## config.mk

```make
export PLATFORM = sky130hd
export DESIGN_NAME = mem_stage
export DESIGN_NICKNAME = d
export VERILOG_FILES = /design/src/rtl/mem_stage_pkg.sv /design/src/rtl/mem_lsu_align.sv /design/src/rtl/mem_stage.sv
export SDC_FILE = /design/constraint.sdc
export NUM_CORES = 1
export LEC_CHECK = 0
export ABC_AREA = 1
export CAP_MARGIN = 40
export CORE_UTILIZATION = 29
export DETAILED_ROUTE_END_ITERATION = 8
export GPL_ROUTABILITY_DRIVEN = 0
export REMOVE_ABC_BUFFERS = 1
export SLEW_MARGIN = 20
export SYNTH_ARGS = -nofsm -noshare
export SYNTH_HDL_FRONTEND = slang
export SYNTH_SLANG_ARGS = --single-unit
```

## constraint.sdc

```tcl
create_clock -name clk_i -period 2.2 [get_ports clk_i]
set_input_delay 0.33 -clock clk_i [delete_from_list [all_inputs] [get_ports clk_i]]
set_output_delay 0.33 -clock clk_i [all_outputs]
set_load 0.01 [all_outputs]
```

## src/rtl/mem_stage_pkg.sv

```systemverilog
// Shared encodings for the memory-access stage: memory ops, FSM states, write-enable constants.
// Also holds the misalignment predicate used when MEM_MISALIGN_TRAP_EN is defined.
package mem_stage_pkg;

    typedef enum logic [3:0] {
        MEM_NOP = 4'd0,
        MEM_LB  = 4'd1,
        MEM_LH  = 4'd2,
        MEM_LW  = 4'd3,
        MEM_LBU = 4'd4,
        MEM_LHU = 4'd5,
        MEM_SB  = 4'd6,
        MEM_SH  = 4'd7,
        MEM_SW  = 4'd8
    } mem_op_e;

    typedef enum logic [1:0] {
        IDLE   = 2'd0,
        REQ    = 2'd1,
        WAIT_R = 2'd2
    } state_e;

    localparam logic        WRITE_ENABLE  = 1'b1;
    localparam logic        WRITE_DISABLE = 1'b0;
    localparam logic [31:0] ZERO          = '0;

    function automatic logic is_misaligned(input mem_op_e op, input logic [1:0] a);
        logic half_op;
        logic word_op;
        half_op = (op == MEM_LH) || (op == MEM_LHU) || (op == MEM_SH);
        word_op = (op == MEM_LW) || (op == MEM_SW);
        return (half_op && a[0]) || (word_op && (a != 2'b00));
    endfunction

endpackage

```

## src/rtl/mem_lsu_align.sv

```systemverilog
// Combinational lane logic: byte enables, store-data replication and load sign/zero extension.
module mem_lsu_align
    import mem_stage_pkg::*;
(
    input  mem_op_e     op,
    input  logic [1:0]  addr_lo,
    input  logic [31:0] store_data,
    input  logic [31:0] load_raw,
    output logic [3:0]  be,
    output logic [31:0] wdata,
    output logic [31:0] load_data
);

    logic [7:0]  byte_sel;
    logic [15:0] half_sel;

    always_comb begin
        byte_sel  = load_raw[{addr_lo, 3'b000} +: 8];
        half_sel  = load_raw[{addr_lo[1], 4'b0000} +: 16];
        be        = 4'b0000;
        wdata     = store_data;
        load_data = load_raw;
        case (op)
            MEM_LB: begin
                be        = 4'b1111;
                load_data = {{24{byte_sel[7]}}, byte_sel};
            end
            MEM_LBU: begin
                be        = 4'b1111;
                load_data = {24'd0, byte_sel};
            end
            MEM_LH: begin
                be        = 4'b1111;
                load_data = {{16{half_sel[15]}}, half_sel};
            end
            MEM_LHU: begin
                be        = 4'b1111;
                load_data = {16'd0, half_sel};
            end
            MEM_LW: be = 4'b1111;
            MEM_SB: begin
                be    = 4'b0001 << addr_lo;
                wdata = {4{store_data[7:0]}};
            end
            MEM_SH: begin
                be    = 4'b0011 << {addr_lo[1], 1'b0};
                wdata = {2{store_data[15:0]}};
            end
            MEM_SW:  be = 4'b1111;
            default: be = 4'b0000;
        endcase
    end

endmodule

```

## src/rtl/mem_stage.sv

```systemverilog
// Memory-access pipeline stage: runs a req/gnt/rvalid data-bus transaction and registers writeback.
// Optional MEM_MISALIGN_TRAP_EN adds misalign_o and suppresses the bus access for misaligned LH/LHU/SH/LW/SW.
module mem_stage
    import mem_stage_pkg::*;
#(
    parameter int unsigned ADDR_WIDTH = 32,
    parameter int unsigned DATA_WIDTH = 32
)(
    input  logic                  clk_i,
    input  logic                  rst_n_i,
    input  logic                  valid_i,
    output logic                  ready_o,
    output logic                  stall_o,
    input  logic                  mem_we_i,
    input  logic [ADDR_WIDTH-1:0] mem_addr_i,
    input  logic [DATA_WIDTH-1:0] mem_data_i,
    input  logic [3:0]            mem_op_i,
    input  logic [4:0]            reg_waddr_i,
    input  logic                  reg_we_i,
    input  logic [DATA_WIDTH-1:0] reg_wdata_i,
    output logic                  dbus_req_o,
    output logic                  dbus_we_o,
    output logic [ADDR_WIDTH-1:0] dbus_addr_o,
    output logic [3:0]            dbus_be_o,
    output logic [DATA_WIDTH-1:0] dbus_wdata_o,
    input  logic                  dbus_gnt_i,
    input  logic                  dbus_rvalid_i,
    input  logic [DATA_WIDTH-1:0] dbus_rdata_i,
    output logic                  wb_valid_o,
    output logic                  wb_reg_we_o,
    output logic [4:0]            wb_reg_waddr_o,
    output logic [DATA_WIDTH-1:0] wb_reg_wdata_o
`ifdef MEM_MISALIGN_TRAP_EN
    ,
    output logic                  misalign_o
`endif
);

    state_e                state;
    mem_op_e               op_in;
    mem_op_e               lat_op;
    logic [ADDR_WIDTH-1:0] lat_addr;
    logic [DATA_WIDTH-1:0] lat_data;
    logic [4:0]            lat_waddr;
    logic                  lat_reg_we;
    logic                  lat_mem_we;
    logic                  is_req;
    logic [3:0]            align_be;
    logic [31:0]           align_wdata;
    logic [31:0]           load_data;

    assign op_in = mem_op_e'(mem_op_i);

    mem_lsu_align u_align (
        .op         (lat_op),
        .addr_lo    (lat_addr[1:0]),
        .store_data (lat_data),
        .load_raw   (dbus_rdata_i),
        .be         (align_be),
        .wdata      (align_wdata),
        .load_data  (load_data)
    );

    // Bus outputs are derived from the latched request, so they stay stable for the whole REQ phase.
    assign is_req       = (state == REQ);
    assign ready_o      = (state == IDLE);
    assign stall_o      = ~ready_o;
    assign dbus_req_o   = is_req;
    assign dbus_we_o    = is_req && (lat_mem_we == WRITE_ENABLE);
    assign dbus_addr_o  = is_req ? {lat_addr[ADDR_WIDTH-1:2], 2'b00} : '0;
    assign dbus_be_o    = is_req ? align_be : 4'b0000;
    assign dbus_wdata_o = is_req ? align_wdata : '0;

    always_ff @(posedge clk_i or negedge rst_n_i) begin
        if (!rst_n_i) begin
            state          <= IDLE;
            lat_op         <= MEM_NOP;
            lat_addr       <= '0;
            lat_data       <= '0;
            lat_waddr      <= '0;
            lat_reg_we     <= WRITE_DISABLE;
            lat_mem_we     <= WRITE_DISABLE;
            wb_valid_o     <= 1'b0;
            wb_reg_we_o    <= WRITE_DISABLE;
            wb_reg_waddr_o <= '0;
            wb_reg_wdata_o <= ZERO;
`ifdef MEM_MISALIGN_TRAP_EN
            misalign_o     <= 1'b0;
`endif
        end else begin
            wb_valid_o <= 1'b0;
`ifdef MEM_MISALIGN_TRAP_EN
            misalign_o <= 1'b0;
`endif
            case (state)
                IDLE: begin
                    if (valid_i) begin
                        if (op_in == MEM_NOP) begin
                            wb_valid_o     <= 1'b1;
                            wb_reg_we_o    <= reg_we_i;
                            wb_reg_waddr_o <= reg_waddr_i;
                            wb_reg_wdata_o <= reg_wdata_i;
                        end
`ifdef MEM_MISALIGN_TRAP_EN
                        else if (is_misaligned(op_in, mem_addr_i[1:0])) begin
                            wb_valid_o     <= 1'b1;
                            wb_reg_we_o    <= WRITE_DISABLE;
                            wb_reg_waddr_o <= reg_waddr_i;
                            wb_reg_wdata_o <= ZERO;
                            misalign_o     <= 1'b1;
                        end
`endif
                        else begin
                            lat_op     <= op_in;
                            lat_addr   <= mem_addr_i;
                            lat_data   <= mem_data_i;
                            lat_waddr  <= reg_waddr_i;
                            lat_reg_we <= reg_we_i;
                            lat_mem_we <= mem_we_i;
                            state      <= REQ;
                        end
                    end
                end
                REQ: begin
                    if (dbus_gnt_i) begin
                        if (lat_mem_we == WRITE_ENABLE) begin
                            state          <= IDLE;
                            wb_valid_o     <= 1'b1;
                            wb_reg_we_o    <= WRITE_DISABLE;
                            wb_reg_waddr_o <= lat_waddr;
                            wb_reg_wdata_o <= ZERO;
                        end else begin
                            state <= WAIT_R;
                        end
                    end
                end
                WAIT_R: begin
                    if (dbus_rvalid_i) begin
                        state          <= IDLE;
                        wb_valid_o     <= 1'b1;
                        wb_reg_we_o    <= lat_reg_we;
                        wb_reg_waddr_o <= lat_waddr;
                        wb_reg_wdata_o <= load_data;
                    end
                end
                default: state <= IDLE;
            endcase
        end
    end

endmodule

```

==> results.md, run 1 <==
Global routing:
- For met1 alone, demand over resource in global routing was 0.254.
- The number of antenna violations at the first check in global routing is 1.
- The first-pass GRT wire length is between 30 and 40 mm.
- For this run, the total global-route usage over all layers was measured as 0.191.
- For this run the aggregate overflow at the end of global routing stands at 0.
- The pin count of the biggest net entering global routing is about 120.
- For this run, global-route usage on met3 was measured as 0.0606.
- The number of global-route vias before repair was approximately 6600.
- The met2 track demand over resource in global routing is 0.294.
- The most used routing layer in global routing is met2.

Outcome:
- The final reports fail on negative hold slack.
- The run finished, with violations left.

Clock network:
- The number of buffers created by CTS is 17.
- The number of clock sinks is 116.
- After clock tree synthesis, the flow added hold-fix buffers numbering 0.
- The cell chosen for the clock root is sky130_fd_sc_hd__clkbuf_16.
- The H-tree generated during clock tree synthesis spans 4 levels.
- Counting along the longest clock path gives a buffer depth of 2.
- The TritonCTS clock tree is yes.
- The clock insertion delay at the later pin of the skew report is around 0.42 ns.
- After clock tree synthesis, the clock-pin slew on the worst setup and hold paths is approximately 0.06 ns.

Placement:
- The cell area after placement is ~9700 um^2.
- The worst setup timing slack at the placement stage is 0.0500 ns.
- Summed over all nets, the half-perimeter wirelength after detailed placement is around 16 mm.
- Including well taps, the total number of placed cells is around 1400.
- The count of input and output buffers is around 250.

Synthesis:
- The number of distinct library cells after synthesis is 29.
- Counting every instance in the synthesized netlist gives 874.
- Of the total synthesized cell area, the portion taken by AND, OR, NAND and NOR gates is 0.202.
- The cell area after technology mapping is about 6700 um^2.
- Synthesis inferred 116 register bits.
- Of the total synthesized cell area, the portion taken by XOR and XNOR cells is 0.
- The sequential share of the synthesized area is 0.435.
- After synthesis, the largest family of logic cells by area is simple AND/OR/NAND/NOR gates.
- Of the post-synthesis cell area, the part taken by muxes is 0.0625.
- Of the total synthesized cell area, the portion taken by full adders, half adders and majority gates is 0.00750.
- Ranked by total cell area, the synthesized netlist is headed by sky130_fd_sc_hd__dfrtp_1, sky130_fd_sc_hd__nand2_1, sky130_fd_sc_hd__inv_1.
- Dividing the synthesized area by the synthesized cell count gives between 7 and 8 um^2.
- In the synthesized netlist the async set-or-reset flop fraction comes to 1.00.
- After synthesis, the most frequently instantiated cells are sky130_fd_sc_hd__nand2_1, sky130_fd_sc_hd__inv_1, sky130_fd_sc_hd__dfrtp_1, sky130_fd_sc_hd__a21oi_1, sky130_fd_sc_hd__nor2_1.
- The largest area contributor in the synthesized netlist is sky130_fd_sc_hd__dfrtp_1.
- The area share of the largest cell type after synthesis is 0.435.
- The dominant register cell in the synthesized netlist is sky130_fd_sc_hd__dfrtp_1.
- The synthesized design contains 0 enable-type register cells.
- The dominant cell by count in the synthesized netlist is sky130_fd_sc_hd__nand2_1.
- The complex-gate fraction of the synthesized area is 0.179.
- For this run, the number of Yosys warnings is 0.

Floorplan:
- The row count is 55.
- The full die area is approximately 24000 um^2.
- The die is 154 um tall.
- The die is around 150 um wide.
- The core region is 22600 um^2.
- The effective utilization at floorplan is 0.295.
- The count of boundary I/O pins is approximately 260.

Layout:
- The area growth from synthesis to final layout is 56.3%.
- The final layout net count is ~1300.
- The share of post-route cells with drive strength above 1 is 0.193.
- Measured on the finished design, the core utilization comes to 0.462.
- Excluding fillers, the count of instances in the completed layout stands at about 1400.
- With fillers left out, the area of the finished cells amounts to about 10000 um^2.

Power:
- Across the VDD grid, the largest voltage drop is roughly 0.70 mV.
- In this run the static leakage power is approximately 5.0 nW.
- The ratio of total power to cell area is approximately 1500 nW/um^2.

Critical path:
- The library cell appearing most often on the critical path is sky130_fd_sc_hd__buf_4.
- Among all stages on the critical path, the largest delay is contributed by sky130_fd_sc_hd__dfrtp_1.
- The maximum fanout encountered on the critical timing path is 7.
- The sort of element at the end of the critical path is a primary output.
- Walking the worst path, the cells encountered are buf_4, nor2_4, nand2_2, buf_4, a21oi_1, dlygate4sd2_1.
- The critical path's top delay family is buffers and inverters.
- The endpoint arrival time on the critical path is about 1.8 ns.
- At the worst endpoint, the required time is about 1.9 ns.
- The worst setup path is launched from a register.
- Together, buffers and inverters on the worst path number 3.
- The stage delay of the slowest cell on the critical path is 0.38 ns.
- The setup path with the least slack is of type register to primary output.
- The launch point of the worst path is lat_op[3].
- The worst flop-to-flop path startpoint is state[0].

Routing:
- The routed wire length per instance is between 15 and 20 um.
- The number of antenna-violating nets in the routed design is 0.
- For this block, the initial DRC count from the detailed router was about 260.
- The vias after detailed routing is about 6700.
- For this run, design rule violations remaining after detail routing come to 0.
- For this run, the detailed router's first-pass iteration total came to 4.
- Wires add up to 22.6 mm.
- Using the TritonRoute via totals, the vias-per-cell ratio works out to about 4.7.

STA:
- The worst path in the final design needs a cycle of between 2 and 2.5 ns, including I/O delays and setup.
- On the final layout, the worst hold slack is -0.0113 ns.
- After layout, the worst setup slack is about 0.032 ns.
- The final count of pins violating max slew was 0.
- The maximum clock frequency is between 400 and 500 MHz.
- The sum of negative setup slack is 0 ns.
- The clock skew after layout is between 0.009 and 0.01 ns.
- The number of endpoints with negative hold slack in the final report is 18.
- Setup repair after global routing could not meet its margin everywhere.
- For the pin with the worst max-slew slack, the measured transition is roughly 0.69 ns.
- The post-route fraction of the period consumed by the critical path is 0.985.
- The setup-violating endpoint count in the final report is 0.
- Headroom to the max-slew limit came out at 0.538.

Flow run:
- The count of maximum capacitance violations is 0.

Hold path:
- The path class of the tightest hold or removal check is input port to async pin.
-- timing repair --
item | in CTS | in global routing
setup buffers | 5 | 6
pin swaps | 2 | 9
setup endpoints to repair | 69 | 27
hold endpoints to repair | 0 | 0
cloned | 1 | 1
resized for setup | 133 | 54
-- sequential cells by signal, summed over array words and instances (netlist names) --
name,count
lat_addr,32
lat_data,32
lat_mem_we,1
lat_op,4
lat_reg_we,1
lat_waddr,5
state,2
wb_reg_waddr_o,5
wb_reg_wdata_o,32
wb_reg_we_o,1
wb_valid_o,1
-- kinds of logic (layout without fill, tap and decap cells) --
group | after synthesis | after routing
flip-flops | 116 | 116
multiplexers | 37 | 37
adder cells (fa/ha/maj) | 4 | 4
other | 1 | 3
buffers and inverters | 180 | 463
AO/OA/AOI/OAI | 208 | 208
AND/OR/NAND/NOR | 328 | 328
-- worst paths after layout --
path / to / slack [ns] / depth (start not counted)
setup / recovery: dbus_wdata_o[8] / 0.03 / 6
hold / removal: wb_reg_wdata_o[16] / -0.01 / 2
setup reg to reg: wb_reg_wdata_o[2] / 0.22 / 11
hold reg to reg: lat_reg_we / 0.51 / 1
max in group asynchronous: state[0] / 1.66 / 2
min in group clk_i: lat_data[8] / 0.46 / 3
-- per-stage QoR --
step / power (W) / hold WS [ns]
finish: 0.0155 / -0.0113
global route: 0.0167 / 0.0549
CTS: 0.0153 / 0.0341
detailed placement: 0.0125 / 0.486
global placement: 0.0125 / 0.483
floorplan: 0.00833 / 0.0344
-- cell type report --
type	instances	area, um^2
diodes	1	2.50
clock buffers	17	425
flip-flops and latches	116	2900
multi-input cells	579	3140
inverters	127	484
fillers	2298	12100
clock inverters	15	173
repair buffers	304	2930
well taps	285	357
-- cells in the final DEF (no fill, tap or decap), types with 4 or more instances in the layout --
cell                              instances
sky130_fd_sc_hd__nand2_1                214
sky130_fd_sc_hd__clkdlybuf4s50_1        182
sky130_fd_sc_hd__inv_1                  118
sky130_fd_sc_hd__dfrtp_1                115
sky130_fd_sc_hd__a21oi_1                 85
sky130_fd_sc_hd__nor2_1                  74
sky130_fd_sc_hd__o21ai_0                 67
sky130_fd_sc_hd__dlygate4sd2_1           41
sky130_fd_sc_hd__mux2_2                  37
sky130_fd_sc_hd__buf_4                   32
sky130_fd_sc_hd__a21oi_2                 28
sky130_fd_sc_hd__nand3_1                 18
sky130_fd_sc_hd__clkbuf_16               18
sky130_fd_sc_hd__buf_2                   16
sky130_fd_sc_hd__buf_12                  10
sky130_fd_sc_hd__nand2_2                  9
sky130_fd_sc_hd__clkbuf_2                 9
sky130_fd_sc_hd__o21ai_2                  8
sky130_fd_sc_hd__buf_6                    8
sky130_fd_sc_hd__inv_2                    6
sky130_fd_sc_hd__a31oi_1                  6
sky130_fd_sc_hd__a221oi_1                 4
sky130_fd_sc_hd__nor2_2                   4
sky130_fd_sc_hd__a221oi_2                 4
sky130_fd_sc_hd__clkinv_4                 4
sky130_fd_sc_hd__inv_6                    4
-- report_power, final --
| part | leakage, nW | internal, W | total (W) | switching [W] |
|---|---|---|---|---|
| clock network | 0.289 | 0.00170 | 0.00284 | 0.00115 |
| registers | 1.37 | 0.00323 | 0.00380 | 0.000569 |
| logic | 3.30 | 0.00395 | 0.00885 | 0.00490 |
| total | 4.96 | 0.00888 | 0.0155 | 0.00662 |
-- per-layer routing --
metal | part of all wire | vias to the layer above
met1 | 0.45 | 3133
met4 | 0.013 | 0
li1 | - | 3320
met3 | 0.084 | 21
met2 | 0.45 | 253
met5 | 0 | -
Power figures use the tool's default switching activity.
==> inputs of run 2 (changes only) <==
SKIP_LAST_GASP = 1   (was not set)
==> run 2 against run 1 <==
Compared with the run above: the run still ends with negative hold slack left; critical endpoint is now dbus_wdata_o[10]; die area unchanged; fmax about the same; highest routed layer unchanged; largest cell class unchanged; register-to-register slack about the same; final cell count decreased by 0.14%; sequential power about the same; largest power group unchanged; critical path type unchanged.
==> results.md, run 2 (synthesis results as in run 1) <==
Global routing:
- met2 is the most crowded layer.
- The total overflow left after global routing is 0.
- The number of antenna violations at the first check in global routing was 1.
- The met2 track demand over resource in global routing is 0.294.
- The first global-routing pass estimated approximately 35 mm of wire.
- The overall routing resource usage is 0.191.
- Entering global routing, the biggest net connects about 120 pins.
- In the global route stage, met1 resource usage came out at 0.254.
- The number of global-route vias before repair is 6559.
- The global routing usage on met3 is 0.0606.

STA:
- The worst max-slew margin expressed relative to the limit is 0.540.
- The slew at the pin with the worst max-slew slack is ~0.7 ns.
- The number of endpoints with negative hold slack in the final report is 26.
- On the final layout, the worst clock skew is between 0.008 and 0.009 ns.
- The maximum clock frequency is between 400 and 500 MHz.
- The hold slack is -0.0228 ns.
- Setup repair after global routing could not meet its margin everywhere.
- The final count of pins violating max slew came to 0.
- Setup violations remaining at the end of the flow were counted as 0.
- Summed over all failing endpoints, the final setup total negative slack is 0 ns.
- Subtracting the final worst setup slack from the clock period gives about 2.2 ns.
- Of the available clock period, the critical path in the final layout requires 0.986.

Routing:
- The number of DRC markers in iteration 0 is 261.
- The final layout contains routed wiring with a total length of around 22 mm.
- For this run, design rule violations remaining after detail routing come to 0.
- The ratio of routed vias to standard cells is 4.67.
- In this run the remaining antenna-violating nets after routing total 0.
- The number of iterations in the first detailed-routing pass is 4.
- The routed wire length per instance is 15.6 um.
- The vias after detailed routing is slightly below 7000.

Power:
- Dividing total power by cell area gives a power density of ~1500 nW/um^2.
- The leakage power of the design is 4.95 nW.
- The maximum VDD drop is approximately 0.70 mV.

Critical path:
- The data required time of the critical path is around 1.9 ns.
- The slowest stage of the critical path is the sky130_fd_sc_hd__dfrtp_1 cell.
- Traced cell by cell, the critical path runs through inv_2, nand2_2, nor2_4, buf_6, nand2_1, o21ai_2, a21oi_1, dlygate4sd2_1.
- The type of the worst setup path is register to primary output.
- The worst setup path is launched from a register.
- The maximum fanout encountered on the critical timing path is 6.
- The worst setup path is captured at a primary output.
- The stage delay of the slowest cell on the critical path is around 0.38 ns.
- The setup check on the worst reg-to-reg path leaves a slack of 0.22 ns.
- The endpoint arrival time on the critical path is about 1.8 ns.

Layout:
- Leaving out fill and tap cells, the most frequent cells in the layout are sky130_fd_sc_hd__nand2_1, sky130_fd_sc_hd__clkdlybuf4s50_1, sky130_fd_sc_hd__inv_1.
- Relative to the synthesized area, the layout overhead comes to 55.7%.
- With fillers left out, the area of the finished cells amounts to 10400 um^2.
- The final layout net count is 1291.
- The area occupied by registers is between 2000 and 3000 um^2.
- In the final layout, the registers with the most flip-flops are lat_addr (32), lat_data (32), wb_reg_wdata_o (32).
- The number of fill cells in the layout is ~2300.
- Leaving out fill and tap cells, the most frequent cell in the layout is sky130_fd_sc_hd__nand2_1.
- In the final layout, the share of cells above drive strength 1 is 0.188.
- In the final layout, the multi-input gates occupy between 3000 and 4000 um^2.

Floorplan:
- The count of boundary I/O pins is about 260.
- The die height is approximately 150 um.
- The full die area is 23600 um^2.
- The row count is 55.
- The region available for standard cell placement spans 22600 um^2.
- For this configuration, the core starts out at a cell density of 0.295.
- The die is between 150 and 200 um wide.

Clock network:
- The number of clock sinks is ~120.
- Clock latency on the worst-skew pair, taken at its later pin, is 0.42 ns.
- The count of hold-fix buffers inserted at cts is 0.
- TritonCTS built the clock tree.
- The cell chosen for the clock root is sky130_fd_sc_hd__clkbuf_16.
- The clock slew seen by the registers of the worst setup and hold paths is approximately 0.06 ns.
- In this run, CTS created clock tree buffers numbering 17.
- The deepest clock path buffer count is 2.
- In this run the number of H-tree levels came out at 4.

Placement:
- During placement, the flow inserted port buffers numbering roughly 250.
- Summed over all nets, the half-perimeter wirelength after detailed placement is ~16 mm.
- The cell area after placement is approximately 9700 um^2.

Outcome:
- The flow ran to the end, but the final reports show violations.
- The final reports fail on negative hold slack.

Flow run:
- The count of maximum capacitance violations is 0.

Hold path:
- The path class of the tightest hold or removal check is input port to async pin.
-- run 2: area by class of cell --
cell class                      count  area share
Multi-Input combinational cell    579       0.301
Timing Repair Buffer              302       0.281
Sequential cell                   116       0.280
Inverter                          127      0.0466
Clock buffer                       17      0.0410
Tap cell                          285      0.0343
Clock inverter                     15      0.0166
Antenna cell                        1    0.000241
-- run 2: routing by layer --
metal / vias to the layer above / part of all wire
li1: 3318 / -
met1: 3144 / 0.45
met2: 252 / 0.45
met3: 21 / 0.081
met4: 0 / 0.013
met5: - / 0
-- run 2: metrics by stage --
stage	worst slack, ns	std cells	hold slack [ns]	power (W)	util
2_1_floorplan	-2.78	822	0.0344	0.00833	-
3_3_place_gp	0.0664	1398	0.483	0.0125	0.429
3_5_place_dp	0.0500	1398	0.486	0.0125	0.429
4_1_cts	-0.124	1436	0.0341	0.0153	0.457
5_1_grt	-0.103	1442	0.0549	0.0166	0.460
6_report	0.0303	1442	-0.0228	0.0154	0.460
-- run 2: final timing paths --
kind	start	endpoint	depth (start not counted)
max	lat_op[3]	dbus_wdata_o[10]	8
min	rst_n_i	wb_reg_wdata_o[18]	2
max reg2reg	state[0]	wb_reg_wdata_o[9]	10
min reg2reg	lat_addr[22]	lat_addr[22]	1
min in group clk_i	mem_data_i[8]	lat_data[8]	3
max in group asynchronous	rst_n_i	state[0]	2
-- run 2: report_power, final --
part / total [W] / switching (W) / internal, W
registers: 0.00380 / 0.000567 / 0.00323
logic: 0.00876 / 0.00485 / 0.00391
clock network: 0.00285 / 0.00115 / 0.00170
total: 0.0154 / 0.00656 / 0.00885
-- run 2: critical path: cells and delay by family (launching register included) --
| family | cells | cell delay, ns |
|---|---|---|
| buf+inv | 3 | 0.49 |
| flops | 1 | 0.38 |
| simple gates | 3 | 0.33 |
| compound gates | 2 | 0.20 |
-- run 2: repair_timing --
item                       in CTS  in global routing
gates cloned                    1                  1
resized for setup             119                 54
pin swaps                       2                  7
setup buffers                   5                  4
setup endpoints to repair      69                 28
==> inputs of run 3 (changes only) <==
CTS_CLUSTER_DIAMETER = 100   (was not set)
GPL_TIMING_DRIVEN = 0   (was not set)
==> run 3 against run 2 <==
Compared with the run above: the flow finishes with violations (negative setup slack); cell area is 5.1% higher; routed wire length increased by 7.3%; utilization is 2.4 points higher; flip-flop and latch count is the same; critical endpoint is now lat_addr[4].
==> results.md, run 3 (synthesis results as in run 1) <==
Outcome:
- The flow ran to the end, but the final reports show violations.
- The checks that failed: negative setup slack.

Critical path:
- STA puts the critical path data arrival time at around 2.6 ns.
- The critical path launch point type is a register.
- The worst setup path is captured at a register.
- The data required time of the critical path is ~2.5 ns.
- In this run the worst path has a maximum fanout of 36.
- The critical path in this run is classified as register to register.

Power:
- IR analysis of the VDD net gives a maximum drop of 0.690 mV.
- The leakage power of the design is approximately 5.5 nW.
- The ratio of total power to cell area is 1500 nW/um^2.
- The total power is 0.0164 W.

STA:
- Static timing analysis puts the maximum clock frequency at 441 MHz.
- The final count of pins violating max slew is 0.
- The number of endpoints with negative hold slack in the final report is 0.
- For the pin with the worst max-slew slack, the measured transition is between 0.7 and 0.8 ns.
- The worst max-slew margin expressed relative to the limit is 0.515.
- The clock skew after layout is ~0.010 ns.
- For the finished layout, the period the worst path requires is roughly 2.3 ns.
- Setup violations remaining at the end of the flow were counted as 29.
- Setup repair after global routing could not meet its margin everywhere.
- The setup slack after layout is -0.0670 ns.
- Of the available clock period, the critical path in the final layout requires 1.03.
- The hold slack is roughly 0.39 ns.

Layout:
- The largest registers in the layout are lat_addr (32), lat_data (32), wb_reg_wdata_o (32).
- The final layout net count is 1307.
- The number of fill cells in the layout is around 2300.
- The area growth from synthesis to final layout is 63.7%.
- The most common cell after layout, fill and taps aside is sky130_fd_sc_hd__nand2_1.
- The number of antenna cells inserted is 0.
- The top cell types in the final layout, fill and taps aside, are sky130_fd_sc_hd__nand2_1, sky130_fd_sc_hd__clkdlybuf4s50_1, sky130_fd_sc_hd__inv_1.
- In the final layout, the share of cells above drive strength 1 is 0.217.

Clock network:
- In this run the clock root is driven by a sky130_fd_sc_hd__clkbuf_16.
- The TritonCTS clock tree is yes.
- The deepest clock path buffer count is 2.
- The number of clock sinks is around 120.
- The number of buffers created by CTS is 17.
- The clock slew seen by the registers of the worst setup and hold paths is approximately 0.070 ns.
- Clock latency on the worst-skew pair, taken at its later pin, is ~0.42 ns.
- In this run the number of H-tree levels came out at 4.

Floorplan:
- The row count is between 50 and 60.
- The core region is between 20000 and 25000 um^2.
- The die height is roughly 150 um.
- The effective utilization at floorplan is 0.295.
- The full die area is 23600 um^2.
- The count of boundary I/O pins is between 200 and 300.
- Measured along the x axis, the die boundary spans 154 um.

Routing:
- The routed design has ~24 mm of wire.
- The post-detailed-route DRC marker count is 0.
- In the routed layout, each cell is associated on average with a via count of around 4.6.
- The number of DRC markers in iteration 0 is about 260.
- The number of iterations in the first detailed-routing pass is 5.
- In the final routed layout, each cell accounts on average for approximately 17 um.
- Across all layers, the routed design uses just under 7000 vias.
- The number of antenna-violating nets in the routed design is 0.

Hold path:
- In this run the worst hold path is classified as input port to async pin.

Placement:
- The count of input and output buffers is about 250.
- Once detailed placement completed, the half-perimeter wirelength came to 14.7 mm.

Global routing:
- The number of global-route vias before repair is about 6700.
- In the global route stage, overall resource usage came out at 0.201.
- Entering global routing, the biggest net connects 84 pins.
- The number of antenna violations at the first check in global routing was 0.
- The first global-routing pass estimated ~37 mm of wire.
- The total overflow left after global routing is 0.

Flow run:
- The count of maximum capacitance violations is 0.
==> run 3: changes by cell type in the layout (fill, tap and decap cells not counted), sizes merged, moves of 2 or more <==
cell	delta
nand3	+2
dlygate4sd2	-37
dlymetal6s2s	+31
clkbuf	+2
buf	+15
nor2	+2
clkinvlp	+2
==> run 3: worst paths after layout <==
path | to | from | slack (ns) | depth (start not counted)
min reg2reg | lat_addr[8] | lat_addr[8] | 0.51 | 1
min | wb_reg_wdata_o[17] | rst_n_i | 0.39 | 2
max reg2reg | lat_addr[4] | state[0] | -0.07 | 7
min in group clk_i | lat_data[2] | mem_data_i[2] | 0.48 | 3
max | lat_addr[4] | state[0] | -0.07 | 7
max in group asynchronous | lat_op[0] | rst_n_i | 1.05 | 3
==> run 3: timing repair <==
item | in CTS | in global routing
hold buffers | 1 | 0
setup buffers | 34 | 21
endpoints found under the setup margin | 152 | 106
pin swaps | 11 | 14
cloned | 3 | 3
resized for setup | 135 | 110
endpoints found under the hold margin | 33 | 0
==> run 3: worst max-delay path, cell delays in order, from the launching register on <==
cell	delay, ns
sky130_fd_sc_hd__dfrtp_2	0.44
sky130_fd_sc_hd__inv_1	0.10
sky130_fd_sc_hd__ha_1	0.23
sky130_fd_sc_hd__nand2_1	0.34
sky130_fd_sc_hd__nor2_4	0.28
sky130_fd_sc_hd__buf_12	0.21
sky130_fd_sc_hd__buf_16	0.19
sky130_fd_sc_hd__mux2_2	0.35
==> run 3: layout make-up <==
class	instances	area, um^2	share of cell area
clock inverters	15	171	0.0157
inverters	127	505	0.0463
repair buffers	313	3180	0.291
multi-input cells	584	3370	0.309
flip-flops and latches	116	2910	0.267
clock buffers	17	425	0.0390
well taps	285	357	0.0327
==> run 3: stage by stage <==
stage	TNS [ns]	worst slack (ns)	util	cell area [um^2]	std cells
6_report	-0.908	-0.0670	0.484	10900	1457
5_1_grt	-7.17	-0.187	0.484	10900	1457
4_1_cts	-9.21	-0.176	0.465	10500	1435
3_5_place_dp	-62.44	-0.937	0.419	9450	1365
3_3_place_gp	-1038.75	-5.34	0.411	9270	1359
2_1_floorplan	-232.29	-2.78	-	6390	822
==> run 3: power by group <==
group          leakage (nW)  internal (W)  switching [W]  total [W]
Combinational          3.82       0.00433        0.00538    0.00971
Clock                 0.285       0.00170        0.00117    0.00287
Sequential             1.37       0.00324       0.000597    0.00384
Total                  5.47       0.00928        0.00714     0.0164
==> run 3: metal layers <==
| layer | vias to the layer above | share of wire | routed length [um] | track usage |
|---|---|---|---|---|
| li1 | 3352 | - | - | - |
| met1 | 3150 | 0.43 | 10400 | 0.249 |
| met2 | 244 | 0.47 | 11400 | 0.330 |
| met3 | 15 | 0.086 | 2070 | 0.0691 |
| met4 | 0 | 0.0099 | 239 | 0.0557 |
| met5 | - | 0 | 0 | 0 |
==> edit, RTL diff (config.mk and constraints of run 3) <==
Add a define of `MEM_MISALIGN_TRAP_EN`.
--- a/src/rtl/mem_stage.sv
+++ b/src/rtl/mem_stage.sv
@@ -1,4 +1,6 @@
 // Memory-access pipeline stage: runs a req/gnt/rvalid data-bus transaction and registers writeback.
 // Optional MEM_MISALIGN_TRAP_EN adds misalign_o and suppresses the bus access for misaligned LH/LHU/SH/LW/SW.
+`define MEM_MISALIGN_TRAP_EN
+
 module mem_stage
     import mem_stage_pkg::*;
Check against the original RTL (old outputs only; new: misalign_o): not equivalent (a bounded check fails within 4 cycles, from zero or initial values and one cycle with rst_n_i low).
==> edit against run 3 <==
The flow still finishes with violations (setup timing). Synthesized cell count up 19%. Total power is 7.1% lower. Clock power about the same. Worst setup slack better by 0.0044 ns. Sequential power decreased by 3%. Wire length is 7.4% higher. Synthesized area grew 3.9%. Design area grew 2.7%. Sequential share of layout area fell by 0.52 points. Sequential cell count grew 1. Core utilization is 0.59 points lower. Largest cell class unchanged. Largest power group unchanged. Highest routed layer unchanged.
==> edit: results (changes against run 3) <==
STA
  • Hold slack: 0.3712 ns (was 0.3854 ns)
  • Actual slew at the worst max-slew pin: 0.7097 ns (was 0.7258 ns)
  • Setup ws final: -0.06255 ns (was -0.06699 ns)
  • Layout Skew: 0.009980 ns (was 0.009960 ns)
  • Final setup fails: 8 (was 29)

Place
  • DP Worst Slack: -1.322 ns (was -0.9371 ns)
  • Number of buffers added on ports: 253 (was 252)
  • Placed inst area: 9758 um2 (was 9449 um2)

Clock network
  • CTS resizes: 183 (was 135)
  • Post-CTS setup buffer count: 32 (was 34)

Logic synthesis
  • Library cells used by synthesis: 30 (was 29)
  • Top post-synthesis cells by count: nand2_1, inv_1, dfrtp_1 (unchanged)

GRT
  • Met3 usage: 0.04016 (was 0.06905)
  • Initial antenna violation count: 1 (was 0)
  • Largest net degree at the start of global routing: 81 (was 84)
  • GR Util met1: 0.2592 (was 0.2488)
  • First-pass GRT wire length: 38,330 um (was 36,730 um)
  • M2 GR Usage: 0.3525 (was 0.3297)
  • Global-route usage over all layers: 0.2047 (was 0.2006)
  • Vias in the first global route: 6,936 (was 6,707)

Drt
  • Initial DRC count: 401 (was 256)
  • Vias: 7,562 (was 6,761)
  • Wirelength per Cell: 15.62 um (was 16.54 um)
  • M1 WL: 11,310 um (was 10,370 um)
  • First-pass DRT Iterations: 7 (was 5)
  • WL met3: 1422 um (was 2074 um)
  • Met2 wire length: 12,650 um (was 11,410 um)

Pwr
  • Seq pwr share: 0.243 (was 0.234)
  • Clock power frac: 0.189 (was 0.175)
  • Leak: 5.902 nW (was 5.469 nW)
  • Seq. pwr: 3.71 mW (was 3.84 mW)
  • Switching share of power: 0.4420 (was 0.4351)
  • Max VDD drop: 0.6353 mV (was 0.6903 mV)

Critical path
  • Reg2reg path depth: 11 (was 7)
  • CP arrival: 1.93 ns (was 2.57 ns)
  • Reg2Reg Setup Slack: 0.13 ns (was -0.07 ns)
  • Critical path peak fanout: 4 (was 36)
  • CP top delay family: buffers and inverters (was simple AND/OR/NAND/NOR gates)

Layout
  • Fraction of layout cells with a size suffix above 1: 0.1624 (was 0.2167)

Run status
  • Failing checks: setup timing (unchanged)
  • Outcome: complete, but fails checks (unchanged)
[edit: cell count changes after synthesis, moves of 4 or more]
| cell | delta |
|---|---|
| nand2_1 | +248 |
| a21oi_1 | -35 |
| o22ai_1 | +7 |
| a31oi_1 | -6 |
| clkbuf_1 | +6 |
| mux2_2 | -32 |
| a221oi_1 | -8 |
| a21oi_2 | -26 |
| o2111ai_1 | -4 |
| nor2_1 | -39 |
| o21ai_0 | +31 |
| a211oi_1 | +7 |
| nand3_1 | +15 |
[edit: kinds of logic after synthesis]
| logic type | Yosys count | share of synthesized area |
|---|---|---|
| buffers and inverters | 187 | 0.1142 |
| adder cells (fa/ha/maj) | 4 | 0.007226 |
| other | 1 | 0.0005414 |
| multiplexers | 5 | 0.008128 |
| AO/OA/AOI/OAI | 174 | 0.1302 |
| AND/OR/NAND/NOR | 554 | 0.3170 |
| flip-flops | 117 | 0.4227 |
[edit: worst max path at each step]
stage / start / to / cells after the start
global route: lat_op[0] / dbus_be_o[3] / 11
detailed placement: mem_op_i[2] / wb_reg_wdata_o[2] / 10
CTS: lat_op[3] / dbus_be_o[1] / 9
global placement: rst_n_i / lat_addr[15] / 1
finish: lat_op[0] / dbus_wdata_o[13] / 9
floorplan: state[1] / wb_reg_wdata_o[0] / 9
[edit: per-stage QoR]
step,util,std cells
floorplan,-,983
global placement,0.4068,1555
detailed placement,0.4157,1563
CTS,0.4627,1632
global route,0.4777,1656
finish,0.4777,1656
[edit: final cells by class]
cell class | instances | area, um2
tap | 319 | 399.1
sequential | 117 | 2934
antenna | 1 | 2.502
multi-input combinational | 742 | 3566
clock buffer | 18 | 429.2
fill | 2381 | 12260
clock inverter | 14 | 167.7
inverter | 127 | 505.5
timing repair buffer | 317 | 3204
timing repair inverter | 1 | 5.005
